===== config.mk =====
export PLATFORM = sky130hd
export DESIGN_NAME = sprite_controller_digits
export DESIGN_NICKNAME = d
export VERILOG_FILES = /design/src/rtl/sprite_controller_digits_pkg.sv /design/src/rtl/sprite_controller_digits_bin2bcd_seq.sv /design/src/rtl/sprite_controller_digits.sv
export SDC_FILE = /design/constraint.sdc
export NUM_CORES = 1
export LEC_CHECK = 0
export ABC_AREA = 0
export BUFFER_PORTS_ARGS = -buffer_cell sky130_fd_sc_hd__buf_2
export CAP_MARGIN = 0
export CORE_ASPECT_RATIO = 0.9
export CORE_MARGIN = 1
export CORE_UTILIZATION = 50
export DETAILED_ROUTE_END_ITERATION = 10
export PLACE_DENSITY = 0.69
export SYNTH_ARGS = -nofsm -noshare
export SYNTH_HDL_FRONTEND = slang
export SYNTH_SLANG_ARGS = --single-unit
export TNS_END_PERCENT = 20

===== constraint.sdc =====
create_clock -name clk -period 2.1 [get_ports clk]
set_clock_uncertainty 0.15 [all_clocks]
set_input_delay 0 -clock clk [delete_from_list [all_inputs] [get_ports clk]]
set_output_delay 0 -clock clk [all_outputs]
set_load 0.1 [all_outputs]

===== src/rtl/sprite_controller_digits_pkg.sv =====
`default_nettype none
// ============================================================================
// Module      : sprite_controller_digits_pkg
// Description : Shared coordinate width, score-sprite geometry defaults,
//               converter state encoding and elaboration-time helpers.
// Revision    : 1.0 - initial release
// ============================================================================
package sprite_controller_digits_pkg;

  // Coordinate width used by the VGA timing generator
  localparam int CORDW = 10;

  // Score-window geometry defaults
  localparam int DEF_SCORE_X    = 0;
  localparam int DEF_SCORE_Y    = 0;
  localparam int DEF_N_DIGITS   = 4;
  localparam int DEF_SCORE_BITS = 14;
  localparam int DEF_GLYPH_W    = 8;
  localparam int DEF_GLYPH_H    = 8;

  // Converter FSM states
  typedef enum logic [1:0] {
    ST_IDLE = 2'd0,
    ST_CONV = 2'd1,
    ST_DONE = 2'd2
  } conv_state_e;

  // Ceiling log2, usable in parameter expressions
  function automatic int clog2(input longint v);
    int     r;
    longint p;
    r = 0;
    p = 1;
    while (p < v) begin
      p = p << 1;
      r = r + 1;
    end
    return r;
  endfunction

  // Number of decimal digits needed for the largest value of a bit width
  function automatic int bcd_digits(input int bits);
    longint v;
    int     n;
    v = (longint'(1) << bits) - 1;
    n = 1;
    while (v >= 10) begin
      v = v / 10;
      n = n + 1;
    end
    return n;
  endfunction

endpackage
`default_nettype wire


===== src/rtl/sprite_controller_digits_bin2bcd_seq.sv =====
`default_nettype none
// ============================================================================
// Module      : bin2bcd_seq
// Description : Sequential double-dabble binary to BCD converter, one input
//               bit per cycle, with start/busy/done handshake. Values that
//               do not fit in N_DIGITS saturate to all nines.
// Revision    : 1.0 - initial release
// ============================================================================
module bin2bcd_seq
  import sprite_controller_digits_pkg::*;
#(
  parameter int SCORE_BITS = DEF_SCORE_BITS,
  parameter int N_DIGITS   = DEF_N_DIGITS
) (
  input  logic                    clk,
  input  logic                    rst_n,
  input  logic                    start,
  input  logic [SCORE_BITS-1:0]   bin,
  output logic                    busy,
  output logic                    done,
  output logic [4*N_DIGITS-1:0]   bcd,
  output logic                    ovf
);

  // Internal BCD register is wide enough for the full input range so that
  // saturation can be detected from the digits above N_DIGITS.
  localparam int FULL_DIG = bcd_digits(SCORE_BITS);
  localparam int NBCD     = (FULL_DIG > N_DIGITS) ? FULL_DIG : N_DIGITS;
  localparam int BW       = 4 * NBCD;
  localparam int CNT_W    = (clog2(SCORE_BITS + 1) > 0) ? clog2(SCORE_BITS + 1) : 1;

  conv_state_e                r_state;
  logic [BW-1:0]              r_bcd;
  logic [SCORE_BITS-1:0]      r_sh;
  logic [CNT_W-1:0]           r_cnt;
  logic [BW-1:0]              w_adj;
  logic [BW+SCORE_BITS-1:0]   w_next;
  logic                       w_hi;

  // Add-3 correction on every nibble >= 5, then shift the whole pair left
  always_comb begin
    w_adj = r_bcd;
    for (int i = 0; i < NBCD; i++) begin
      if (r_bcd[4*i +: 4] >= 4'd5) begin
        w_adj[4*i +: 4] = r_bcd[4*i +: 4] + 4'd3;
      end
    end
    w_next = {w_adj, r_sh} << 1;
  end

  // Converter FSM: capture, shift SCORE_BITS times, present result for one cycle
  always_ff @(posedge clk or negedge rst_n) begin
    if (!rst_n) begin
      r_state <= ST_IDLE;
      r_bcd   <= '0;
      r_sh    <= '0;
      r_cnt   <= '0;
      busy    <= 1'b0;
      done    <= 1'b0;
    end else begin
      case (r_state)
        ST_IDLE: begin
          done <= 1'b0;
          if (start) begin
            r_sh    <= bin;
            r_bcd   <= '0;
            r_cnt   <= '0;
            busy    <= 1'b1;
            r_state <= ST_CONV;
          end
        end
        ST_CONV: begin
          r_bcd <= w_next[BW+SCORE_BITS-1:SCORE_BITS];
          r_sh  <= w_next[SCORE_BITS-1:0];
          r_cnt <= r_cnt + 1'b1;
          if (r_cnt == CNT_W'(SCORE_BITS - 1)) begin
            done    <= 1'b1;
            r_state <= ST_DONE;
          end
        end
        ST_DONE: begin
          done    <= 1'b0;
          busy    <= 1'b0;
          r_state <= ST_IDLE;
        end
        default: begin
          done    <= 1'b0;
          busy    <= 1'b0;
          r_state <= ST_IDLE;
        end
      endcase
    end
  end

  // Any non-zero digit above the displayed ones means the value saturates
  if (NBCD > N_DIGITS) begin : g_sat_hi
    assign w_hi = |r_bcd[BW-1:4*N_DIGITS];
  end else begin : g_sat_none
    assign w_hi = 1'b0;
  end

  assign ovf = w_hi;
  assign bcd = w_hi ? {N_DIGITS{4'h9}} : r_bcd[4*N_DIGITS-1:0];

endmodule
`default_nettype wire


===== src/rtl/sprite_controller_digits.sv =====
`default_nettype none
// ============================================================================
// Module      : sprite_controller_digits
// Description : Multi-digit score sprite. Converts the binary score to BCD,
//               holds it until the next frame start and generates glyph ROM
//               addresses and read enables for the score window.
// Revision    : 1.0 - initial release
// ============================================================================
module sprite_controller_digits
  import sprite_controller_digits_pkg::*;
#(
  parameter int  SPR_X      = DEF_SCORE_X,
  parameter int  SPR_Y      = DEF_SCORE_Y,
  parameter int  N_DIGITS   = DEF_N_DIGITS,
  parameter int  SCORE_BITS = DEF_SCORE_BITS,
  parameter int  GLYPH_W    = DEF_GLYPH_W,
  parameter int  GLYPH_H    = DEF_GLYPH_H,
  parameter int  SCALE_LOG2 = 0,
  parameter int  LEAD       = 2,
  parameter int  LZ_BLANK   = 1,
  localparam int ADDR_W     = clog2(10 * GLYPH_W * GLYPH_H)
) (
  input  logic                  clk,
  input  logic                  rst_n,
  input  logic [CORDW-1:0]      pixel,
  input  logic [CORDW-1:0]      line,
  input  logic [SCORE_BITS-1:0] score,
  input  logic                  score_vld,
  output logic [ADDR_W-1:0]     addr,
  output logic                  rden,
  output logic                  busy,
  output logic                  overflow
);

  localparam int GW_L  = clog2(GLYPH_W);
  localparam int GH_L  = clog2(GLYPH_H);
  localparam int DIG_W = (clog2(N_DIGITS) > 0) ? clog2(N_DIGITS) : 1;
  localparam int XW    = CORDW + 2;

  // Window origin and extent as signed values so SPR_X-LEAD may go negative
  localparam logic signed [XW-1:0] X0    = XW'(SPR_X - LEAD);
  localparam logic signed [XW-1:0] Y0    = XW'(SPR_Y);
  localparam logic signed [XW-1:0] WIN_W = XW'((N_DIGITS * GLYPH_W) << SCALE_LOG2);
  localparam logic signed [XW-1:0] WIN_H = XW'(GLYPH_H << SCALE_LOG2);

  logic                   w_busy;
  logic                   w_done;
  logic                   w_start;
  logic [SCORE_BITS-1:0]  w_bin;
  logic [4*N_DIGITS-1:0]  w_res;
  logic                   w_res_ovf;

  logic [SCORE_BITS-1:0]  r_pin;
  logic                   r_pin_vld;
  logic [4*N_DIGITS-1:0]  r_pend_bcd;
  logic                   r_pend_ovf;
  logic                   r_pend_valid;
  logic [4*N_DIGITS-1:0]  r_disp;
  logic                   r_ovf;

  logic                   w_commit;
  logic [4*N_DIGITS-1:0]  w_disp_eff;
  logic signed [XW-1:0]   w_rx;
  logic signed [XW-1:0]   w_ry;
  logic                   w_win;
  logic [DIG_W-1:0]       w_d;
  logic [GW_L-1:0]        w_col;
  logic [GH_L-1:0]        w_row;
  logic [3:0]             w_dig;
  logic                   w_lz_acc;
  logic                   w_lz_sel;
  logic                   w_blank;
  logic [ADDR_W-1:0]      w_addr;

  // A fresh pulse wins over a parked value; starts only when the converter is idle
  assign w_start = !w_busy && (score_vld || r_pin_vld);
  assign w_bin   = score_vld ? score : r_pin;

  bin2bcd_seq #(
    .SCORE_BITS (SCORE_BITS),
    .N_DIGITS   (N_DIGITS)
  ) u_bin2bcd (
    .clk   (clk),
    .rst_n (rst_n),
    .start (w_start),
    .bin   (w_bin),
    .busy  (w_busy),
    .done  (w_done),
    .bcd   (w_res),
    .ovf   (w_res_ovf)
  );

  assign busy = w_busy;

  // One-deep parking register for scores that arrive while converting
  always_ff @(posedge clk or negedge rst_n) begin
    if (!rst_n) begin
      r_pin     <= '0;
      r_pin_vld <= 1'b0;
    end else if (score_vld && w_busy) begin
      r_pin     <= score;
      r_pin_vld <= 1'b1;
    end else if (w_start) begin
      r_pin_vld <= 1'b0;
    end
  end

  assign w_commit   = (line == '0) && (pixel == '0) && r_pend_valid;
  assign w_disp_eff = w_commit ? r_pend_bcd : r_disp;

  // Pending result and frame-start commit; a coinciding result stays pending
  always_ff @(posedge clk or negedge rst_n) begin
    if (!rst_n) begin
      r_pend_bcd   <= '0;
      r_pend_ovf   <= 1'b0;
      r_pend_valid <= 1'b0;
      r_disp       <= '0;
      r_ovf        <= 1'b0;
    end else begin
      if (w_commit) begin
        r_disp       <= r_pend_bcd;
        r_ovf        <= r_pend_ovf;
        r_pend_valid <= 1'b0;
      end
      if (w_done) begin
        r_pend_bcd   <= w_res;
        r_pend_ovf   <= w_res_ovf;
        r_pend_valid <= 1'b1;
      end
    end
  end

  assign overflow = r_ovf;

  // Window-relative coordinates, digit index, glyph column and row
  always_comb begin
    w_rx  = $signed({2'b00, pixel}) - X0;
    w_ry  = $signed({2'b00, line}) - Y0;
    w_win = !w_rx[XW-1] && (w_rx < WIN_W) && !w_ry[XW-1] && (w_ry < WIN_H);
    w_d   = DIG_W'(w_rx[CORDW-1:0] >> (GW_L + SCALE_LOG2));
    w_col = GW_L'(w_rx[CORDW-1:0] >> SCALE_LOG2);
    w_row = GH_L'(w_ry[CORDW-1:0] >> SCALE_LOG2);
  end

  // Select the digit under the beam and whether it is a leading zero
  always_comb begin
    w_dig    = 4'd0;
    w_lz_sel = 1'b0;
    w_lz_acc = 1'b1;
    for (int i = 0; i < N_DIGITS; i++) begin
      w_lz_acc = w_lz_acc && (w_disp_eff[4*(N_DIGITS-1-i) +: 4] == 4'd0);
      if (w_d == DIG_W'(i)) begin
        w_dig    = w_disp_eff[4*(N_DIGITS-1-i) +: 4];
        w_lz_sel = w_lz_acc;
      end
    end
    w_blank = (LZ_BLANK != 0) && w_lz_sel && (w_d != DIG_W'(N_DIGITS - 1));
    w_addr  = ADDR_W'({w_dig, w_row, w_col});
  end

  // Registered ROM request; the address holds outside the window
  always_ff @(posedge clk or negedge rst_n) begin
    if (!rst_n) begin
      addr <= '0;
      rden <= 1'b0;
    end else begin
      rden <= w_win && !w_blank;
      if (w_win) begin
        addr <= w_addr;
      end
    end
  end

endmodule
`default_nettype wire


==> out/qor.txt, run 1 <==
Total grt overflow -> 0
Router iterations before antenna repair -> 4
Final setup viols -> 0
Chip height -> 97.7 um
Width of the die -> 108 um
R2r startpoint -> r_pend_valid$_DFFE_PN0P_
Total track usage -> 0.224
First-pass GRT wire length -> 18600 um
Final Hold Vio Count -> 0
Ys async rst share -> 1.00
H-tree depth -> 3
Post-DP Area -> 0.00551 mm2
Most common cell after layout, fill and taps aside -> dfrtp_1
Mapped Cells -> 502
Fin crit share -> 0.961
Initial Util -> 0.520
Slew margin rel. -> 0.602
Ports -> 50
Fillers -> 810
Setup TNS Final -> 0 ns
Post-CTS sizing -> 0
Std-Cell Core Area -> 0.00978 mm2
Final ANT Viol Nets -> 0
Crit-path cells -> dlygate4sd3_1 > buf_2 > nor4_2 > and3b_4 > nand3_4 > mux2_1 > a221oi_2 > nor2_1
Vias per cell -> 5.51
Worst setup SP type -> primary input
Cell Area, Synth -> 0.00509 mm2
F_max -> 495 MHz
Most frequent cells in the layout -> 103 x dfrtp_1, 88 x nand2_1, 48 x buf_2
Maximum buffer depth of the clock tree -> 2
CTS tree -> done
Crit. Startpoint -> line[1]
Post-DP HPWL -> 7710 um
Post-route DRC -> 0
FF-to-FF setup slack -> 0.22 ns
Clk_lat worst skew -> 0.34 ns
# rows -> 34
Power Density -> 1130 mW/mm2
Req. time, crit path -> 2.18 ns
Maximum vdd drop -> 808 uV
CP top delay family -> simple AND/OR/NAND/NOR gates
Vias in the first global route -> 3992
Number of clock sinks -> 103
Register area share after synthesis -> 0.507
Mapped Avg Cell Area -> 10.1 um2
Yosys reg bits -> 103
Critical Path AT -> 2.09 ns
Worst hold path class -> primary input to asynchronous set/reset pin
DRT Wirelength -> 11100 um
Post-synth EDFFs -> 0
Clock-pin slew on the worst setup and hold paths -> 0.07 ns
Buf/Inv on CP -> 2
Root Buffer -> clkbuf_16
Layout cells sized above 1 -> 0.186
GPL Wtd Cong -> 0.881
Status -> complete, no violations
Largest net degree at the start of global routing -> 43
IO buf count -> 49
Peak fanout along the critical path -> 6
Area Overhead vs Synth -> 18.6%
Max cap viols -> 0
Crit. End Element -> flop
Distinct cell type count after synthesis -> 42
Ant diodes -> 0
RSZ-0062 raised after global routing -> no
Synth warn -> 0
CP max-delay cell -> dlygate4sd3_1
Main synth FF type -> dfrtp_1
Die area -> 0.0106 mm2
Reg-to-reg endpoint -> addr[9]$_DFFE_PN0P_
Slew @ Worst Pin -> 0.596 ns
Antenna violations before repair -> 0
Total CTS buffers -> 9
Delay of the slowest critical-path stage -> 0.53 ns
Fin area -> 0.00603 mm2
CP Class -> primary input to flop
Min Tclk post-route -> 2.02 ns
Nets -> 626
Leakage -> 2.94 nW
Routed length per instance -> 15.7 um
Reg2Reg Depth -> 6
Via count -> 3893
Pins over their slew limit -> 0
Syn Nets -> 553
Iter 0 DRT Violations -> 228
-- report_power, final --
part           internal (mW)  switching (mW)
logic                  0.923            1.30
registers               2.50           0.452
clock network          0.930           0.728
-- layer usage --
| layer | part of all wire | track usage | up-vias | wire [um] |
|---|---|---|---|---|
| li1 | - | - | 1893 | - |
| met1 | 0.46 | 0.294 | 1905 | 5150 |
| met2 | 0.48 | 0.374 | 81 | 5350 |
| met3 | 0.037 | 0.0449 | 14 | 414 |
| met4 | 0.015 | 0.0644 | 0 | 166 |
| met5 | 0 | 0 | - | 0 |
-- what timing repair did --
item                                    in CTS  in global routing
hold endpoints to repair                   137                  0
hold buffers                                22                  0
endpoints found under the setup margin       0                  0
buffers inserted                             0                  0
-- synthesized netlist by cell type, types with 2 or more instances --
master	instances	share of area
a31oi_1	3	0.0037
o21ai_0	39	0.038
nor4_2	3	0.0074
inv_1	17	0.013
dfrtp_1	103	0.51
clkbuf_1	14	0.010
o32ai_1	4	0.0069
mux2i_1	44	0.087
ha_1	14	0.034
mux2_2	19	0.042
a22o_1	2	0.0034
nor2_1	36	0.027
nand2_1	88	0.065
a2bb2oi_1	2	0.0034
o31ai_1	8	0.012
nand3_1	17	0.017
xnor2_1	5	0.0086
nor3_1	3	0.0030
xor2_1	7	0.012
a32o_1	7	0.014
nor4_1	6	0.0074
nand2b_1	8	0.0098
buf_2	8	0.0079
a21oi_1	27	0.027
-- registers in the layout (all words and copies together), names as in the netlist --
register	count
r_pend_valid	1
u_bin2bcd.r_cnt	4
u_bin2bcd.r_sh	14
addr	10
overflow	1
u_bin2bcd.done	1
u_bin2bcd.r_state	2
u_bin2bcd.r_bcd	20
r_pin_vld	1
u_bin2bcd.busy	1
rden	1
r_pend_ovf	1
r_pend_bcd	16
r_pin	14
r_disp	16
-- worst register-to-register path: cells and delay by family, from the launching register on --
| family | cells | cell delay, ns |
|---|---|---|
| AOI/OAI and AO/OA | 2 | 0.46 |
| and+or+nand+nor | 4 | 0.79 |
| DFF | 1 | 0.40 |
-- logic make-up (layout without fill, tap and decap cells) --
logic type                 Yosys count  after routing  share of synthesized area
AOI/OAI and AO/OA                   96             96                      0.115
xor gates and xnor gates            13             13                     0.0261
adders and majority gates           14             14                     0.0344
buffers and inverters               42            120                     0.0352
DFF                                103            103                      0.507
muxes                               64             64                      0.131
and+or+nand+nor                    170            170                      0.152
-- worst max path at each step --
stage / slack, ns / endpoint / depth (start not counted)
final: 0.08 / rden$_DFF_PN0_ / 8
after global routing: 0.003 / addr[7]$_DFFE_PN0P_ / 9
after CTS: 0.08 / rden$_DFF_PN0_ / 8
after detailed placement: 0.20 / rden$_DFF_PN0_ / 7
after global placement: 0.27 / rden$_DFF_PN0_ / 7
after floorplan: 0.004 / u_bin2bcd.r_bcd[5]$_DFFE_PN0P_ / 6
-- cell type report --
class                      count  area, um2  area share
clock buffer                  10        229      0.0380
clock inverter                 6       70.1      0.0116
inverter                      17       63.8      0.0106
multi-input combinational    357       2330       0.387
sequential                   103       2580       0.427
tap                          126        158      0.0261
timing repair buffer          87        601      0.0996
-- stage by stage --
stage,util,worst slack (ns),power (mW),hold slack (ns),std cells
floorplan,-,0.00395,4.51,-0.446,502
global placement,0.563,0.272,5.03,-0.155,668
finish,0.616,0.0813,6.83,0.0170,706
global route,0.616,0.00251,7.27,0.0504,706
detailed placement,0.563,0.197,5.15,-0.152,668
CTS,0.616,0.0844,6.87,0.0250,706
Power figures use the tool's default switching activity.
==> run 2: changes to the inputs <==
Settings changed: CELL_PAD_IN_SITES_DETAIL_PLACEMENT from default to 0, CELL_PAD_IN_SITES_GLOBAL_PLACEMENT from default to 1, CORE_UTILIZATION 50 to 42, PLACE_DENSITY 0.69 to default, PLACE_DENSITY_LB_ADDON from default to 0.1.
Clock period 2.1 ns to 1.7 ns, I/O delays scaled along.
==> run 2 against run 1 <==
Against the previous run: the run now ends with hold timing, setup timing left; worst setup slack got worse by 0.13 ns; global-route usage decreased by 2.7 points; clock power increased by 31%; combinational power increased by 50%; critical path depth decreased by 3; worst hold slack got worse by 0.24 ns; sequential power increased by 22%; non-clock buffer count increased by 35; highest routed layer unchanged; final area increased by 8.4%; via count increased by 0.59%; total power increased by 33%.
==> out/qor.txt, run 2 (synthesis results as in run 1) <==
Most frequent cells in the layout -> 100 x dfrtp_1, 86 x nand2_1, 48 x buf_2, 48 x buf_4, 44 x mux2i_1 (was 103 x dfrtp_1, 88 x nand2_1, 48 x buf_2)
Setup TNS Final -> -0.0467 ns (was 0 ns)
GPL Wtd Cong -> 0.806 (was 0.881)
CP Class -> flop to flop (was primary input to flop)
Ant diodes -> 0 (unchanged)
Routed length per instance -> 14.7 um (was 15.7 um)
Final Hold Vio Count -> 5 (was 0)
# hold bufs at CTS -> 20 (was 22)
Root Buffer -> clkbuf_16 (unchanged)
Maximum buffer depth of the clock tree -> 2 (unchanged)
Net Switching -> 3.21 mW (was 2.48 mW)
Slew margin rel. -> 0.639 (was 0.602)
Max reg flops -> 20 (unchanged)
Final Util -> 0.563 (was 0.616)
# rows -> 37 (was 34)
Antenna violations before repair -> 0 (unchanged)
Total grt overflow -> 0 (unchanged)
Sequential Power Share -> 0.396 (was 0.432)
DRT Wirelength -> 11300 um (was 11100 um)
Width of the die -> 118 um (was 108 um)
Total CTS buffers -> 9 (unchanged)
Status -> complete, but fails checks (was complete, no violations)
Delay of the slowest critical-path stage -> 0.39 ns (was 0.53 ns)
Final setup viols -> 1 (was 0)
RSZ-0062 raised after global routing -> yes (was no)
Vias in the first global route -> 3917 (was 3992)
Via count -> 3916 (was 3893)
Clock share of power -> 0.238 (was 0.243)
Wire length on met2 -> 5270 um (was 5350 um)
Iter 0 DRT Violations -> 209 (was 228)
Fin crit share -> 1.03
Critical Path AT -> 1.82 ns (was 2.09 ns)
Most flops, register -> u_bin2bcd.r_bcd (unchanged)
Post-route DRC -> 0 (unchanged)
Peak fanout along the critical path -> 2 (was 6)
Worst hold path class -> primary input to flop (was primary input to asynchronous set/reset pin)
CP top delay family -> simple AND/OR/NAND/NOR gates (unchanged)
Buf/Inv on CP -> 0 (was 2)
Most common cell after layout, fill and taps aside -> dfrtp_1 (unchanged)
Crit. End Element -> flop (unchanged)
IO buf count -> 49 (unchanged)
Top flop regs -> u_bin2bcd.r_bcd x20, r_disp x16, r_pend_bcd x16 (unchanged)
Area Overhead vs Synth -> 28.5% (was 18.6%)
F_max -> 573 MHz
Metal3 WL -> 311 um (was 414 um)
Final WS setup -> -0.0467 ns (was 0.0813 ns)
Router iterations before antenna repair -> 4 (unchanged)
CP max-delay cell -> dfrtp_1 (was dlygate4sd3_1)
CTS tree -> done (unchanged)
Initial Util -> 0.438 (was 0.520)
H-tree depth -> 3 (unchanged)
Slew @ Worst Pin -> 0.542 ns (was 0.596 ns)
Clock-pin slew on the worst setup and hold paths -> 0.07 ns (about the same)
Final ANT Viol Nets -> 0 (unchanged)
PnR Total Power -> 9.11 mW (was 6.83 mW)
Total track usage -> 0.197 (was 0.224)
Max cap viols -> 0 (unchanged)
Min Tclk post-route -> 1.75 ns
Power Density -> 1390 mW/mm2 (was 1130 mW/mm2)
First-pass GRT wire length -> 19400 um (was 18600 um)
Std-Cell Core Area -> 0.0116 mm2 (was 0.00978 mm2)
Number of clock sinks -> 103 (unchanged)
Die area -> 0.0126 mm2 (was 0.0106 mm2)
Leakage -> 3.19 nW (was 2.94 nW)
Hold Slack -> -0.226 ns (was 0.0170 ns)
Combinational Power Share -> 0.366 (was 0.325)
Largest net degree at the start of global routing -> 38 (was 43)
Failing checks -> hold timing, setup timing
Worst setup SP type -> flop (was primary input)
Clk_lat worst skew -> 0.34 ns (about the same)
Fin area -> 0.00654 mm2 (was 0.00603 mm2)
Pins over their slew limit -> 0 (unchanged)
M1 wire length -> 5630 um (was 5150 um)
Post-DP HPWL -> 8080 um (was 7710 um)
Vias per cell -> 5.08 (was 5.51)
Chip height -> 106 um (was 97.7 um)
Maximum vdd drop -> 1010 uV (was 808 uV)
Crit-path cells -> nor4_1 > o21ai_2 > mux2_4 > a221oi_2 > nor2_1 (was dlygate4sd3_1 > buf_2 > nor4_2 > and3b_4 > nand3_4 > mux2_1 > a221oi_2 > nor2_1)
Layout cells sized above 1 -> 0.272 (was 0.186)
Req. time, crit path -> 1.78 ns (was 2.18 ns)
Nets -> 661 (was 626)
Post-DP Area -> 0.00588 mm2 (was 0.00551 mm2)
Ports -> 50 (unchanged)
Switching Share -> 0.352 (was 0.362)
Top routing layer used -> met4 (unchanged)
Int Pwr -> 5.90 mW (was 4.35 mW)
==> run 2: cell types whose count changed in the layout (fill, tap and decap cells not counted), sizes merged <==
cell,previous run,this run
buf,65,102
clkbuf,10,12
clkinvlp,3,1
dlygate4sd3,22,20
==> run 2: final timing paths <==
path | endpoint | start | slack, ns | cells past startpoint
min in group asynchronous | addr[2]$_DFFE_PN0P_ | rst_n | 0.03 | 2
max in group asynchronous | r_pin[6]$_DFFE_PN0P_ | rst_n | 0.75 | 3
worst min-delay path | addr[3]$_DFFE_PN0P_ | line[0] | -0.23 | 2
worst min register to register | addr[6]$_DFFE_PN0P_ | addr[6]$_DFFE_PN0P_ | 0.32 | 2
worst max-delay path | rden$_DFF_PN0_ | r_pend_bcd[9]$_DFFE_PN0P_ | -0.05 | 5
worst max register to register | rden$_DFF_PN0_ | r_pend_bcd[9]$_DFFE_PN0P_ | -0.05 | 5
==> run 2: metrics by stage <==
stage / setup WS (ns) / std cells / hold slack, ns
floorplan: -0.108 / 502 / -0.446
global placement: -0.0815 / 735 / -0.136
detailed placement: -0.122 / 735 / -0.126
CTS: -0.0351 / 771 / -0.240
global route: -0.115 / 771 / -0.235
finish: -0.0467 / 771 / -0.226
==> run 2: cell type report <==
class	instances	area [um2]
Fill cell	1029	5080
Clock inverter	4	51.3
Multi-Input combinational cell	357	2450
Inverter	17	63.8
Timing Repair Buffer	122	921
Clock buffer	12	267
Sequential cell	103	2580
Tap cell	156	195
==> run 2: routing by layer <==
metal  vias up  track usage
li1       1967            -
met1      1876        0.268
met2        60        0.321
met3        13       0.0392
met4         0       0.0540
met5         -            0
==> run 2: what timing repair did <==
item	4_1_cts	5_1_grt
pin swaps	0	6
buffers inserted	0	0
gates resized for setup	7	27
setup endpoints to repair	14	30
hold endpoints to repair	140	4
==> run 2: power groups by stage <==
| stage | Combinational, mW | Clock [mW] | Sequential, mW |
|---|---|---|---|
| 2_1_floorplan | 2.05 | 0 | 3.60 |
| 3_3_place_gp | 3.09 | 0 | 3.58 |
| 3_5_place_dp | 3.16 | 0 | 3.61 |
| 4_1_cts | 3.23 | 2.24 | 3.58 |
| 5_1_grt | 3.77 | 2.32 | 3.70 |
| 6_report | 3.33 | 2.17 | 3.61 |
